<file path="src/rtl/mem_dump_tx_pkg.sv">
// Shared constants for the program-RAM dump transmitter: UART framing,
// RAM access encodings and FSM state codes.
package mem_dump_tx_pkg;

    localparam logic START_BIT = 1'b0;
    localparam logic STOP_BIT  = 1'b1;
    localparam int unsigned FRAME_BITS = 10;

    localparam logic RAM_READ  = 1'b0;
    localparam logic RAM_WRITE = 1'b1;

    localparam int unsigned STATE_W = 3;
    typedef logic [STATE_W-1:0] state_t;

    localparam state_t S_IDLE    = 3'd0;
    localparam state_t S_RD_REQ  = 3'd1;
    localparam state_t S_RD_WAIT = 3'd2;
    localparam state_t S_LATCH   = 3'd3;
    localparam state_t S_SEND_HI = 3'd4;
    localparam state_t S_SEND_LO = 3'd5;
    localparam state_t S_FIN     = 3'd6;

    // Select the high or low byte of a 16-bit RAM word.
    function automatic logic [7:0] byte_of(input logic [15:0] word, input logic hi);
        return hi ? word[15:8] : word[7:0];
    endfunction

endpackage

</file>
<file path="src/rtl/uart_tx_byte.sv">
// 8N1 UART byte transmitter; bit timing is counted in ce-qualified cycles.
// byte_done is high during the final ce-cycle of the stop bit so a new
// byte can be chained without an idle gap.
module uart_tx_byte
    import mem_dump_tx_pkg::*;
#(
    parameter int unsigned CLKS_PER_BIT = 434
) (
    input  logic       clk,
    input  logic       rst,
    input  logic       ce,
    input  logic       start,
    input  logic [7:0] data,
    output logic       tx,
    output logic       busy,
    output logic       byte_done
);

    localparam int unsigned BAUD_W = (CLKS_PER_BIT > 1) ? $clog2(CLKS_PER_BIT) : 1;
    localparam int unsigned BIT_W  = $clog2(FRAME_BITS);
    localparam logic [BAUD_W-1:0] BAUD_LAST = BAUD_W'(CLKS_PER_BIT - 1);
    localparam logic [BIT_W-1:0]  BIT_LAST  = BIT_W'(FRAME_BITS - 1);

    logic              busy_q, busy_d;
    logic [BIT_W-1:0]  bit_cnt_q, bit_cnt_d;
    logic [BAUD_W-1:0] baud_cnt_q, baud_cnt_d;
    logic [8:0]        shift_q, shift_d;
    logic              tx_q, tx_d;
    logic              byte_done_q, byte_done_d;
    logic              last_c;

    assign last_c = busy_q && (bit_cnt_q == BIT_LAST) && (baud_cnt_q == BAUD_LAST);

    // Frame sequencing: shift register holds the remaining data bits plus stop bit.
    always_comb begin
        busy_d     = busy_q;
        bit_cnt_d  = bit_cnt_q;
        baud_cnt_d = baud_cnt_q;
        shift_d    = shift_q;
        tx_d       = tx_q;
        if (start && (!busy_q || last_c)) begin
            busy_d     = 1'b1;
            bit_cnt_d  = '0;
            baud_cnt_d = '0;
            shift_d    = {STOP_BIT, data};
            tx_d       = START_BIT;
        end else if (busy_q) begin
            if (baud_cnt_q == BAUD_LAST) begin
                baud_cnt_d = '0;
                if (bit_cnt_q == BIT_LAST) begin
                    busy_d = 1'b0;
                    tx_d   = STOP_BIT;
                end else begin
                    bit_cnt_d = bit_cnt_q + BIT_W'(1);
                    tx_d      = shift_q[0];
                    shift_d   = {STOP_BIT, shift_q[8:1]};
                end
            end else begin
                baud_cnt_d = baud_cnt_q + BAUD_W'(1);
            end
        end
        byte_done_d = busy_d && (bit_cnt_d == BIT_LAST) && (baud_cnt_d == BAUD_LAST);
    end

    always_ff @(posedge clk or posedge rst) begin
        if (rst) begin
            busy_q      <= 1'b0;
            bit_cnt_q   <= '0;
            baud_cnt_q  <= '0;
            shift_q     <= '1;
            tx_q        <= STOP_BIT;
            byte_done_q <= 1'b0;
        end else if (ce) begin
            busy_q      <= busy_d;
            bit_cnt_q   <= bit_cnt_d;
            baud_cnt_q  <= baud_cnt_d;
            shift_q     <= shift_d;
            tx_q        <= tx_d;
            byte_done_q <= byte_done_d;
        end
    end

    assign tx        = tx_q;
    assign busy      = busy_q;
    assign byte_done = byte_done_q;

endmodule

</file>
<file path="src/rtl/mem_dump_tx.sv">
// Streams the program RAM out over UART: reads words 0..LAST_ADDR and sends
// each as two 8N1 bytes, MSB byte first.
module mem_dump_tx
    import mem_dump_tx_pkg::*;
#(
    parameter int unsigned CLKS_PER_BIT = 434,
    parameter int unsigned ADDR_W       = 6,
    parameter int unsigned DATA_W       = 16,
    parameter int unsigned LAST_ADDR    = 63
) (
    input  logic              clk,
    input  logic              rst,
    input  logic              ce,
    input  logic              scan_start,
    input  logic [DATA_W-1:0] ram_out,
    output logic [ADDR_W-1:0] ram_adr,
    output logic              ram_enable,
    output logic              ram_rw,
    output logic              tx,
    output logic              busy,
    output logic              done
);

    localparam logic [ADDR_W-1:0] ADDR_LAST = ADDR_W'(LAST_ADDR);

    state_t            state_q, state_d;
    logic [ADDR_W-1:0] addr_q, addr_d;
    logic [DATA_W-1:0] word_q, word_d;
    logic              busy_q, busy_d;
    logic              done_q, done_d;
    logic              ram_enable_q, ram_enable_d;

    logic              tx_start_c;
    logic [7:0]        tx_data_c;
    logic              tx_busy;
    logic              tx_byte_done;

    // Scan sequencing: fetch a word, send hi byte, chain lo byte, advance.
    always_comb begin
        state_d      = state_q;
        addr_d       = addr_q;
        word_d       = word_q;
        busy_d       = busy_q;
        done_d       = 1'b0;
        ram_enable_d = 1'b0;
        tx_start_c   = 1'b0;
        tx_data_c    = byte_of(word_q, 1'b0);
        case (state_q)
            S_IDLE: begin
                if (scan_start) begin
                    state_d      = S_RD_REQ;
                    addr_d       = '0;
                    busy_d       = 1'b1;
                    ram_enable_d = 1'b1;
                end
            end
            S_RD_REQ:  state_d = S_RD_WAIT;
            S_RD_WAIT: state_d = S_LATCH;
            S_LATCH: begin
                word_d = ram_out;
                if (!tx_busy) begin
                    tx_start_c = 1'b1;
                    tx_data_c  = byte_of(ram_out, 1'b1);
                    state_d    = S_SEND_HI;
                end
            end
            S_SEND_HI: begin
                if (tx_byte_done) begin
                    tx_start_c = 1'b1;
                    state_d    = S_SEND_LO;
                end
            end
            S_SEND_LO: begin
                if (tx_byte_done) begin
                    if (addr_q == ADDR_LAST) begin
                        state_d = S_FIN;
                        busy_d  = 1'b0;
                        done_d  = 1'b1;
                    end else begin
                        addr_d       = addr_q + ADDR_W'(1);
                        state_d      = S_RD_REQ;
                        ram_enable_d = 1'b1;
                    end
                end
            end
            S_FIN:   state_d = S_IDLE;
            default: state_d = S_IDLE;
        endcase
    end

    always_ff @(posedge clk or posedge rst) begin
        if (rst) begin
            state_q      <= S_IDLE;
            addr_q       <= '0;
            word_q       <= '0;
            busy_q       <= 1'b0;
            done_q       <= 1'b0;
            ram_enable_q <= 1'b0;
        end else if (ce) begin
            state_q      <= state_d;
            addr_q       <= addr_d;
            word_q       <= word_d;
            busy_q       <= busy_d;
            done_q       <= done_d;
            ram_enable_q <= ram_enable_d;
        end
    end

    uart_tx_byte #(
        .CLKS_PER_BIT(CLKS_PER_BIT)
    ) u_uart (
        .clk      (clk),
        .rst      (rst),
        .ce       (ce),
        .start    (tx_start_c),
        .data     (tx_data_c),
        .tx       (tx),
        .busy     (tx_busy),
        .byte_done(tx_byte_done)
    );

    assign ram_adr    = addr_q;
    assign ram_enable = ram_enable_q;
    assign ram_rw     = RAM_READ;
    assign busy       = busy_q;
    assign done       = done_q;

endmodule

</file>
<file path="config.mk">
export PLATFORM = sky130hd
export DESIGN_NAME = mem_dump_tx
export DESIGN_NICKNAME = d
export VERILOG_FILES = /design/src/rtl/mem_dump_tx_pkg.sv /design/src/rtl/uart_tx_byte.sv /design/src/rtl/mem_dump_tx.sv
export SDC_FILE = /design/constraint.sdc
export NUM_CORES = 1
export LEC_CHECK = 0
export ABC_CLOCK_PERIOD_IN_PS = 2700
export CORE_ASPECT_RATIO = 0.7
export CORE_MARGIN = 3
export CORE_UTILIZATION = 40
export CTS_CLUSTER_DIAMETER = 150
export DETAILED_ROUTE_END_ITERATION = 10
export PLACE_DENSITY = 0.57
export SYNTH_ARGS = -nofsm -noshare
export SYNTH_HDL_FRONTEND = slang
export SYNTH_SLANG_ARGS = --single-unit
</file>
<file path="constraint.sdc">
create_clock -name clk -period 2.7 [get_ports clk]
set_input_delay 0.27 -clock clk [delete_from_list [all_inputs] [get_ports clk]]
set_output_delay 0.27 -clock clk [all_outputs]
set_load 0.01 [all_outputs]
</file>
==> summary by stage, run 1 <==
Synth
Synthesis inferred 44 register bits. Counting distinct cell types in the post-synthesis netlist gives 57. The sequential cell area fraction in the yosys report is a little over two fifths.

The post-synthesis net count is about 300. The async set-or-reset flop fraction in the synthesized netlist is 100.0%. In this run, synthesis inferred 0 flip-flops with an integrated enable. The count of mapped cells out of synthesis is roughly 270. In this run the cell area of the synthesized design comes to ~0.0026 mm².

The Yosys step of the flow raised 0 warnings. The commonest register cell after synthesis is sky130_fd_sc_hd__dfrtp_1. The mean area per synthesized cell is 9.911 µm².

GRT
The via count of the first global-routing pass is around 1,800. The total global routing track utilization is 15.64%. Global routing finished with a remaining overflow of 0.

The maximum number of pins on one net before global-route repair is 45. The first global-routing pass estimated about 9300 µm of wire. The number of antenna violations at the first check in global routing is 0.

STA
The max-slew violation total from the final report is 0. The number of failing hold endpoints at the final stage is 0. Setup violations remaining at the end of the flow were counted as 0. Derived from the worst setup path, the maximum achievable clock frequency is approximately 490 MHz.

The clock arrives with around 0.0057 ns of skew. The final period utilization is about three quarters. After layout, the minimum clock period comes to about 2 ns. At the pin with the least slew margin, the transition time is about 0.54 ns. The setup total negative slack is 0 ns. The worst hold slack after final layout is just over 0.4 ns. The worst pin sits at a relative slew slack of 63.72%. Setup repair after global routing left no endpoint under its margin.

Setup path
The signal on the critical path passes through ha_1 -> and4b_1 -> a21oi_4 -> mux2i_1 -> a2111o_1 -> o32ai_2. In this run the critical register-to-register path is launched from u_uart.baud_cnt_q[0]$_DFFE_PP0P_. The number of cells on the worst reg-to-reg path is 6. STA classifies the critical path startpoint as a register.

The endpoint identified for the worst register-to-register timing path is u_uart.byte_done$_DFFE_PP0P_. The data required time at the worst endpoint is between 2 and 3 ns. The biggest fanout along the worst timing path is 8.

STA classifies the critical path endpoint as a register. The arrival time of the worst setup path is around 2.3 ns. The peak per-stage delay on the critical path is between 0.4 and 0.5 ns. The library cell contributing the largest single delay on the critical path is sky130_fd_sc_hd__dfrtp_1.

The type of the setup path with the least slack is register to register. The setup check on the worst reg-to-reg path leaves a slack of 0.65 ns.

Drt
Dividing the detail-routed via count by the number of cells gives about 5.5. The first detailed-routing pass ran for 4 iterations. The via total after detailed routing is between 2,000 and 2,500.

The per-cell routed wire length is approximately 15 µm. The count of nets left with antenna violations after detail routing is 0. The final wirelength is between 5000 and 6000 µm. The violation count after the first detailed-routing iteration is ~100. The total DRC errors in the routed layout is 0.

Hold path
In this run the worst hold path is classified as primary input to asynchronous set/reset pin.

Finish
Cells fill between 40% and 50% of the core in the end. The layout has 606 filler cells. The fraction of final layout cells sized beyond drive strength 1 is between 10% and 20%. After the last flow step, the layout net total stands at 320. The final instance area is between 0.003 and 0.004 mm². The repair_antennas step left the layout with diodes totalling 0. Compared with the post-synthesis result, the final layout area differs by 16.83%.

Clocking
The number of gates resized after CTS was 0. The maximum buffer depth of the clock tree is 2. The master cell of the clock root buffer is sky130_fd_sc_hd__clkbuf_8. Buffers added to address setup during post-CTS repair amount to 0. The CTS buffer count is 5.

The clock-pin slew on the worst setup and hold paths is ~0.09 ns. The number of buffers inserted for hold repair after clock tree synthesis is 0. TritonCTS built the clock tree. The clock sink count is 44.

The source-to-sink clock delay at the later pin of the worst-skew pair is 0.30 ns. The number of H-tree levels is 2.

Power and ir drop
IR analysis of the VDD net gives a maximum drop of 0.0005278 V. In this run the static leakage power is between 1 and 1.5 nW. Dividing total power by cell area gives a power density of roughly 800 mW/mm².

Floorplan
For this configuration, the core starts out at a cell density of 41.96%. The region available for standard cell placement spans 0.006306 mm². The x dimension of the die is between 100 and 150 µm. The die covers between 0.007 and 0.008 mm². In this run the core area contains 24 standard-cell rows. The number of primary I/O pins is 31. The vertical extent of the die is about 74 µm.

Placed design
Summing all placed instances gives a cell area of 0.002977 mm². The detailed-placement wirelength estimate is between 4000 and 5000 µm. The final weighted congestion of routability-driven global placement is around 0.88. The count of buffers added on input and output ports is 29.

Run
The max-capacitance violation count is 0.

Status
The flow ran to the end, and the final reports show no timing, DRC or antenna violations.
[Yosys cell counts (4+ instances only)]
cell | instances | area (µm²)
sky130_fd_sc_hd__dfrtp_1 | 35 | 875.8
sky130_fd_sc_hd__nand2_1 | 26 | 97.59
sky130_fd_sc_hd__o21ai_0 | 26 | 130.1
sky130_fd_sc_hd__mux2_2 | 17 | 191.4
sky130_fd_sc_hd__nor2_1 | 14 | 52.55
sky130_fd_sc_hd__inv_1 | 12 | 45.04
sky130_fd_sc_hd__mux2i_1 | 12 | 120.1
sky130_fd_sc_hd__dfstp_2 | 9 | 236.5
sky130_fd_sc_hd__nand3_1 | 8 | 40.04
sky130_fd_sc_hd__a31oi_1 | 7 | 43.79
sky130_fd_sc_hd__nand2b_1 | 7 | 43.79
sky130_fd_sc_hd__a21oi_1 | 6 | 30.03
sky130_fd_sc_hd__nand4_1 | 6 | 37.54
sky130_fd_sc_hd__ha_1 | 5 | 62.56
sky130_fd_sc_hd__nor3_1 | 5 | 25.02
sky130_fd_sc_hd__buf_2 | 4 | 20.02
[cell families (layout without fill, tap and decap cells)]
group                      count (synthesis)  in the layout  share of synthesized area (%)
AOI/OAI and AO/OA                         67             67                          16.83
xor gates and xnor gates                   3              3                         0.9931
adders and majority gates                  5              5                          2.364
buffers and inverters                     24             53                          5.248
DFF                                       44             44                          42.03
muxes                                     29             29                          11.77
other                                      1              1                         0.1417
and+or+nand+nor                           94             94                          20.62
[metrics by stage]
| step | std cells | setup WS (ns) | power, W |
|---|---|---|---|
| 2_1_floorplan | 267 | 0.7927 | 0.001735 |
| 3_3_place_gp | 366 | 0.6781 | 0.001950 |
| 3_5_place_dp | 366 | 0.6838 | 0.001959 |
| 4_1_cts | 374 | 0.6425 | 0.002490 |
| 5_1_grt | 374 | 0.4674 | 0.002656 |
| 6_report | 374 | 0.6455 | 0.002475 |
[critical path: cells and delay by family, from the launching register on]
family          cells  cell delay, ns
compound gates      3            0.86
fa+ha+maj           1            0.24
flops               1            0.48
mux                 1            0.10
simple gates        1            0.30
[layout by cell type, fill, tap and decap left out, drive strengths merged, types with 7 or more instances in the layout]
| master | n |
|---|---|
| dfrtp | 35 |
| clkdlybuf4s50 | 29 |
| o21ai | 29 |
| nand2 | 26 |
| mux2 | 17 |
| nor2 | 15 |
| mux2i | 12 |
| inv | 12 |
| nand3 | 10 |
| dfstp | 9 |
| a31oi | 7 |
| nand2b | 7 |
| a21oi | 7 |
[metal layers]
layer	routed length, µm	vias to the layer above	global-route usage (%)
li1	-	1031	-
met1	3139	977	26.49
met2	2299	35	19.40
met3	186	4	3.843
met4	40	0	3.017
met5	0	-	0
[registers in the layout (all words and copies together), names as in the netlist, 3 cells and up]
name,count
u_uart.bit_cnt_q,4
u_uart.baud_cnt_q,9
u_uart.shift_q,8
word_q,8
state_q,3
ram_adr,6
[worst max-delay path by stage]
stage / cells past startpoint / to / startpoint / slack, ns
after global placement: 6 / u_uart.byte_done$_DFFE_PP0P_ / u_uart.baud_cnt_q[0]$_DFFE_PP0P_ / 0.68
after floorplan: 7 / u_uart.byte_done$_DFFE_PP0P_ / u_uart.baud_cnt_q[0]$_DFFE_PP0P_ / 0.79
after CTS: 6 / u_uart.byte_done$_DFFE_PP0P_ / u_uart.baud_cnt_q[0]$_DFFE_PP0P_ / 0.64
final: 6 / u_uart.byte_done$_DFFE_PP0P_ / u_uart.baud_cnt_q[0]$_DFFE_PP0P_ / 0.65
after detailed placement: 6 / u_uart.byte_done$_DFFE_PP0P_ / u_uart.baud_cnt_q[0]$_DFFE_PP0P_ / 0.68
after global routing: 5 / u_uart.byte_done$_DFFE_PP0P_ / state_q[2]$_DFFE_PP0P_ / 0.47
[power by group]
group | switching, W | total (W) | internal [W]
clock | 0.000247 | 0.000526 | 0.000279
sequential | 0.000249 | 0.00114 | 0.000895
combinational | 0.000375 | 0.000805 | 0.000430
[layout make-up]
class / count / area (µm²) / area share [%]
Clock buffer: 5 / 68.82 / 2.226
Clock inverter: 3 / 46.29 / 1.497
Inverter: 12 / 45.04 / 1.457
Multi-Input combinational cell: 199 / 1401 / 45.33
Sequential cell: 44 / 1112 / 35.98
Tap cell: 78 / 97.59 / 3.157
Timing Repair Buffer: 33 / 320.3 / 10.36
Note: power is estimated with default switching activity, not from simulation.
==> run 2: changes to the inputs <==
--- a/config.mk
+++ b/config.mk
@@ -5,7 +5,7 @@
 export SDC_FILE = /design/constraint.sdc
 export NUM_CORES = 1
 export LEC_CHECK = 0
-export ABC_CLOCK_PERIOD_IN_PS = 2700
+export ABC_CLOCK_PERIOD_IN_PS = 1900
 export CORE_ASPECT_RATIO = 0.7
 export CORE_MARGIN = 3
 export CORE_UTILIZATION = 40
==> constraint.sdc (replaced) <==
create_clock -name clk -period 1.9 [get_ports clk]
set_input_delay 0.19 -clock clk [delete_from_list [all_inputs] [get_ports clk]]
set_output_delay 0.19 -clock clk [all_outputs]
set_load 0.01 [all_outputs]
==> run 2 against run 1 <==
Global-route usage grew 1.2 points. First-iteration DRC count is the same. Register-to-register slack lost 0.63 ns. Via count grew 5.0%. Core utilization grew 4.3 points. Sequential share of layout area shrank 2.8 points. Final cell count grew 7.2%. Critical path type unchanged. Critical endpoint unchanged.
==> summary by stage, run 2 (synthesis results as in run 1) <==
Status
The run finished with clean final reports.

STA
For the final database, setup skew stands at approximately 0.0084 ns. The final critical path takes up roughly 100% of the cycle. Setup repair after global routing could not meet its margin everywhere. The max-slew violation total from the final report came to 0. The number of failing hold endpoints at the final stage is 0.

The achievable frequency is roughly 530 MHz. The count of endpoints failing setup in the final report is 0. The final critical delay including setup and external delays is 1.887 ns. The worst hold slack after final layout is between 0.2 and 0.25 ns.

Clocking
The number of buffers inserted for hold repair after clock tree synthesis is 0. After clock tree synthesis, the clock-pin slew on the worst setup and hold paths is 0.09 ns. TritonCTS built the clock tree.

The CTS buffer count is 5. The root buffer cell chosen for the clock tree is sky130_fd_sc_hd__clkbuf_8. The clock passes through at most 2 buffers. For this design, the sink count on the clock tree is between 40 and 50. Clock latency on the worst-skew pair, taken at its later pin, is about 0.30 ns. CTS built an H-tree with a depth of 2.

Floorplan
The core region is roughly 0.0063 mm². During I/O placement, the number of pins put on the boundary was 31. The effective utilization at floorplan is a little over two fifths. From left edge to right edge, the die measures 103.2 µm.

The die outline area is 0.007643 mm². The floorplan has 24 rows. From bottom edge to top edge, the die measures 74.05 µm.

Finish
The total inserted antenna cells is 0. In the layout the commonest cells are sky130_fd_sc_hd__dfrtp_1 (33), sky130_fd_sc_hd__clkdlybuf4s50_1 (29), sky130_fd_sc_hd__buf_4 (28). Cells fill 53.33% of the core in the end. Ranked by flip-flop count, first place goes to u_uart.baud_cnt_q. The commonest non-fill, non-tap cell in the layout is sky130_fd_sc_hd__dfrtp_1. The area growth from synthesis to layout is 27.09%. The largest registers in the layout are u_uart.baud_cnt_q: 9 flops, u_uart.shift_q: 8 flops, word_q: 8 flops.

The fraction of final layout cells sized beyond drive strength 1 is between 20 and 30%. The number of nets in the layout is around 350. The flip-flop count of the largest register after layout is 9.

Power and ir drop
The internal power contribution is 0.002501 W. The switching share of power is 33.55%. The switching power summed over all nets is between 0.001 and 0.0015 W. The power share of the clock group is 20.2%. The portion of total power attributed to sequential cells is between 40% and 50%. Combinational cells account for between 30% and 40% of the total power. Power spread over the standard cell area amounts to roughly 1100 mW/mm².

VDD sags by at most approximately 0.00056 V. The leakage power total is 1.414 nW.

GRT
For this run the aggregate overflow at the end of global routing stands at 0. The number of antenna violations at the first check in global routing was 0. The first-pass GRT wire length is a little over 10,000 µm. The maximum number of pins on one net before global-route repair is 45.

The total global routing track utilization is between 10% and 20%. The via count of the first global-routing pass is around 2,000.

Setup path
The type of destination of the critical path is a register. Along the worst path, the maximum fanout reaches 5. The library cell contributing the largest single delay on the critical path is sky130_fd_sc_hd__dfrtp_1.

Data on the critical path arrives at its endpoint at around 2.1 ns. The startpoint class of the critical path is a register. The data required time at the worst endpoint is around 2.1 ns. The sum of buffers and inverters on the critical path is 1. The peak per-stage delay on the critical path is around 0.41 ns. Broken down by cell family, the worst path's largest delay share belongs to compound AO/OA/AOI/OAI gates. The type of the setup path with the least slack is register to register. Walking the worst path, the cells encountered are inv_2 -> ha_2 -> and4b_2 -> a21oi_4 -> mux2i_1 -> a2111o_1 -> o32ai_2.

Drt
In the routed design, unresolved DRC markers number 0. The final wirelength is around 5900 µm. The via density per instance is between 5 and 6. The violation count after the first detailed-routing iteration is around 100. The first detailed-routing pass ran for 4 iterations.

The count of nets left with antenna violations after detail routing is 0. After detailed routing, the average wire length per cell comes to about 15 µm. Across all layers, the routed design uses roughly 2,100 vias.

Placed design
The detailed-placement wirelength estimate is around 4200 µm. The total of buffers placed on input and output ports is 29. The final weighted congestion of routability-driven global placement is 0.8632.

Run
Across the run, the number of max-cap violations was 0.

Hold path
The classification of the worst-slack hold path is primary input to asynchronous set/reset pin.
## run 2: cell types whose count changed in the layout (fill, tap and decap cells not counted), sizes merged
cell      change
buf          +27
clkbuf        +1
clkinv        +1
clkinvlp      -1
inv           -1
## run 2: timing repair
item	CTS	global route
setup buffers	3	1
pin swaps	2	3
setup endpoints to repair	1	11
hold endpoints to repair	0	0
gates resized for setup	4	12
## run 2: worst min-delay path: cells and delay by family
kind / cells / cell delay [ns]
buffers and inverters: 3 / 0.71
## run 2: area by class of cell
cell class              count  area, µm²
clock inverters             2      38.79
clock buffers               6      82.58
fillers                   587       2943
flip-flops and latches     44       1115
well taps                  78      97.59
repair buffers             60      551.8
multi-input cells         199       1433
inverters                  12      45.04
## run 2: metrics by stage
step           power (W)  instance area (µm²)  setup TNS, ns  std cells  worst slack, ns
2_1_floorplan   0.002468                 2648              0        267         0.008530
3_3_place_gp    0.002952                 3176              0        389          0.04639
3_5_place_dp    0.002968                 3176       -0.03027        389         -0.03027
4_1_cts         0.003774                 3326              0        400         0.002909
5_1_grt         0.004056                 3363       -0.07314        401         -0.02464
6_report        0.003763                 3363              0        401          0.01303
## run 2: final timing paths
kind / cells after the start / slack, ns / endpoint / start
worst max-delay path: 7 / 0.01 / u_uart.byte_done$_DFFE_PP0P_ / u_uart.baud_cnt_q[1]$_DFFE_PP0P_
worst min-delay path: 3 / 0.23 / word_q[3]$_DFFE_PP0P_ / rst
worst max register to register: 7 / 0.01 / u_uart.byte_done$_DFFE_PP0P_ / u_uart.baud_cnt_q[1]$_DFFE_PP0P_
worst min register to register: 2 / 0.47 / u_uart.shift_q[1]$_DFFE_PP1P_ / u_uart.shift_q[1]$_DFFE_PP1P_
max in group asynchronous: 3 / 1.40 / u_uart.shift_q[2]$_DFFE_PP1P_ / rst
min in group clk: 2 / 0.47 / u_uart.shift_q[1]$_DFFE_PP1P_ / u_uart.shift_q[1]$_DFFE_PP1P_
## run 2: metal layers
metal / track usage [%] / vias up / wire length [µm]
li1: - / 1084 / -
met1: 27.35 / 1029 / 3222
met2: 21.82 / 32 / 2382
met3: 3.749 / 4 / 237
met4: 4.454 / 0 / 50
met5: 0 / - / 0
## run 2: power by group through the flow
stage / Sequential (W) / Clock, W / Combinational [W]
6_report: 0.00154 / 0.000760 / 0.00146
4_1_cts: 0.00154 / 0.000796 / 0.00144
2_1_floorplan: 0.00149 / 0 / 0.000977
3_5_place_dp: 0.00155 / 0 / 0.00142
5_1_grt: 0.00159 / 0.000839 / 0.00163
3_3_place_gp: 0.00154 / 0 / 0.00141
==> run 3: changes to the inputs <==
--- a/config.mk
+++ b/config.mk
@@ -7,7 +7,7 @@
 export LEC_CHECK = 0
 export ABC_CLOCK_PERIOD_IN_PS = 1900
 export CORE_ASPECT_RATIO = 0.7
-export CORE_MARGIN = 3
+export CORE_MARGIN = 2
 export CORE_UTILIZATION = 40
 export CTS_CLUSTER_DIAMETER = 150
 export DETAILED_ROUTE_END_ITERATION = 10
==> run 3 against run 2 <==
The flow now finishes with violations (setup timing). Final area shrank 1.2%. Sequential power is essentially flat. Wire length grew 4.7%. First-iteration DRC count grew 0.99%. Non-clock buffer count shrank 1. Final cell count shrank 0.25%. Power shrank 0.43%. Register-to-register slack lost 0.02 ns. Worst setup slack lost 0.017 ns. Clock skew shrank 0.0035 ns. Global-route usage grew 2.0 points. Critical endpoint unchanged. Largest cell class unchanged. Largest power group unchanged.
==> summary by stage, run 3 (synthesis results as in run 1) <==
Status
The flow ran to the end, but the final reports show violations. The final reports fail on setup timing.

STA
The routed design could run at a clock period as short as roughly 1.9 ns. The max-slew violation total from the final report is 0. The slew at the pin with the worst max-slew slack is 0.6264 ns. The number of failing hold endpoints at the final stage is 0. The achievable frequency is ~530 MHz. Setup repair after global routing could not meet its margin everywhere. The final period utilization is 100.2%.

The worst relative slew slack is 57.98%. The clock skew after layout is between 0.004 and 0.005 ns. Setup violations remaining at the end of the flow were counted as 1.

After layout, the worst setup slack is -0.004274 ns.

Drt
The count of nets left with antenna violations after detail routing is 0. The per-cell routed wire length is ~15 µm. For this run, design rule violations remaining after detail routing come to 0. The via density per instance is about 5.3.

The final layout contains routed wiring with a total length of just over 6000 µm. The via total after detailed routing is 2,121. The detailed router finished its first iteration with roughly 100 violations. The pre-antenna-repair detailed-routing pass consisted of 4 iterations.

Placed design
Routability-driven placement finished with a final weighted congestion of about 0.93. The total of buffers placed on input and output ports is 29. Timing analysis after detailed placement gives a worst setup slack of about 0.018 ns. In this run, placement finished with an instance count of around 390.

The placed standard-cell area is ~0.0032 mm². The detailed-placement wirelength estimate is ~4700 µm.

Setup path
The number of cells on the worst reg-to-reg path is 7. The peak per-stage delay on the critical path is between 0.3 and 0.4 ns. STA classifies the critical path startpoint as a register. STA classifies the critical path endpoint as a register.

The number of cells on the critical path is 7. The type of the setup path with the least slack is register to register. Data on the critical path is required at its endpoint by approximately 2.1 ns. Data on the critical path arrives at its endpoint at 2.11 ns. The sum of buffers and inverters on the critical path is 1.

Walking the worst path, the cells encountered are inv_1 -> ha_1 -> and4b_2 -> a21oi_4 -> mux2i_1 -> a2111o_1 -> o32ai_2. For this design, the slowest cell found on the critical path is sky130_fd_sc_hd__dfrtp_1. The biggest fanout along the worst timing path is 6. Among cell families on the critical path, the largest total delay comes from compound AO/OA/AOI/OAI gates.

Clocking
The CTS buffer count is 5. The maximum buffer depth of the clock tree is 2. After clock tree synthesis, the flow added hold-fix buffers numbering 0. The CTS tree is yes. The clock sink count is 44.

The master cell of the clock root buffer is sky130_fd_sc_hd__clkbuf_8. The clock-pin slew on the worst setup and hold paths is roughly 0.090 ns. The later pin in the worst-skew pair is clocked with a latency of 0.30 ns. CTS built an H-tree with a depth of 2.

GRT
Summed over all layers, the global routing overflow is 0. The total global routing track utilization is approximately a fifth. The first global-routing pass estimated approximately 11,000 µm of wire. Entering global routing, the biggest net connects 18 pins. The number of antenna violations at the first check in global routing is 0.

The via count of the first global-routing pass is 2,128.

Finish
The largest registers in the layout are u_uart.baud_cnt_q: 9 flops, u_uart.shift_q: 8 flops, word_q: 8 flops. At the end of the flow, the number of nets in the layout was 346. The relative area change from synthesis to final layout is 25.63%. Counting the fill cells in the layout gives slightly below 600. The register bank with the most flops is u_uart.baud_cnt_q. The total inserted antenna cells is 0. The fraction of final layout cells sized beyond drive strength 1 is 26.09%. For this run, the number of standard cells in the final layout without fillers is 400. The register with the most flip-flops in the layout has 9 of them. The commonest non-fill, non-tap cell in the layout is sky130_fd_sc_hd__dfrtp_1.

Leaving out fill and tap cells, the most frequent cells in the layout are sky130_fd_sc_hd__dfrtp_1 (33), sky130_fd_sc_hd__clkdlybuf4s50_1 (29), sky130_fd_sc_hd__buf_4 (28). The final instance area is between 0.003 and 0.004 mm².

Floorplan
The effective utilization at floorplan is a little over two fifths. The floorplan core area is 0.006306 mm². The number of primary I/O pins is 31. The x dimension of the die is slightly above 100 µm. The vertical extent of the die is a little over 70 µm. The die outline area is approximately 0.0073 mm². After floorplanning, the core was divided into 24 placement rows.

Power and ir drop
The power density of the placed cells is between 1000 and 1500 mW/mm². The total chip power is around 0.0037 W. The maximum ir drop on the vdd rail is roughly 0.00051 V. The analysis attributes to cell leakage a power of 1.407 nW.

Run
Max-cap violations in this run came to 0.

Hold path
The worst hold path belongs to the class primary input to asynchronous set/reset pin.
-- run 3: timing repair --
item | in CTS | in global routing
setup buffers | 0 | 0
resized for setup | 0 | 6
hold endpoints to repair | 0 | 0
endpoints found under the setup margin | 1 | 13
-- run 3: routing by layer --
metal	routed length, µm	track usage (%)	up-vias
met1	3425	30.42	1007
met3	204	3.372	2
li1	-	-	1081
met4	15	2.703	0
met2	2524	26.42	31
met5	0	0	-
-- run 3: power by group --
group	switching [W]	leakage (nW)	total, W	internal [W]
clock	0.000355	0.0548	0.000751	0.000397
sequential	0.000247	0.537	0.00152	0.00128
combinational	0.000685	0.815	0.00147	0.000786
-- run 3: final cells by class --
class / instances / area (µm²) / area share (%)
multi-input combinational: 199 / 1411 / 42.45
sequential: 44 / 1115 / 33.53
timing repair buffer: 59 / 540.5 / 16.26
tap: 78 / 97.59 / 2.936
clock buffer: 5 / 68.82 / 2.070
clock inverter: 3 / 46.29 / 1.393
inverter: 12 / 45.04 / 1.355
-- run 3: path summary, 6_finish.rpt --
kind                       slack [ns]                        startpoint                       endpoint
max reg2reg                    -0.004  u_uart.baud_cnt_q[1]$_DFFE_PP0P_   u_uart.byte_done$_DFFE_PP0P_
max in group asynchronous        1.18                               rst  u_uart.shift_q[3]$_DFFE_PP1P_
min in group clk                 0.47     u_uart.shift_q[1]$_DFFE_PP1P_  u_uart.shift_q[1]$_DFFE_PP1P_
max                            -0.004  u_uart.baud_cnt_q[1]$_DFFE_PP0P_   u_uart.byte_done$_DFFE_PP0P_
min reg2reg                      0.47     u_uart.shift_q[1]$_DFFE_PP1P_  u_uart.shift_q[1]$_DFFE_PP1P_
min                              0.19                               rst         state_q[1]$_DFFE_PP0P_
-- run 3: per-stage QoR --
stage               utilization (%)  setup TNS, ns  hold WS, ns
global route                  52.72        -0.1233       0.2259
detailed placement            50.71              0       0.4557
global placement              50.71              0       0.4519
floorplan                         -              0       0.3406
CTS                           52.54      -0.004647       0.2022
finish                        52.72      -0.004274       0.1948
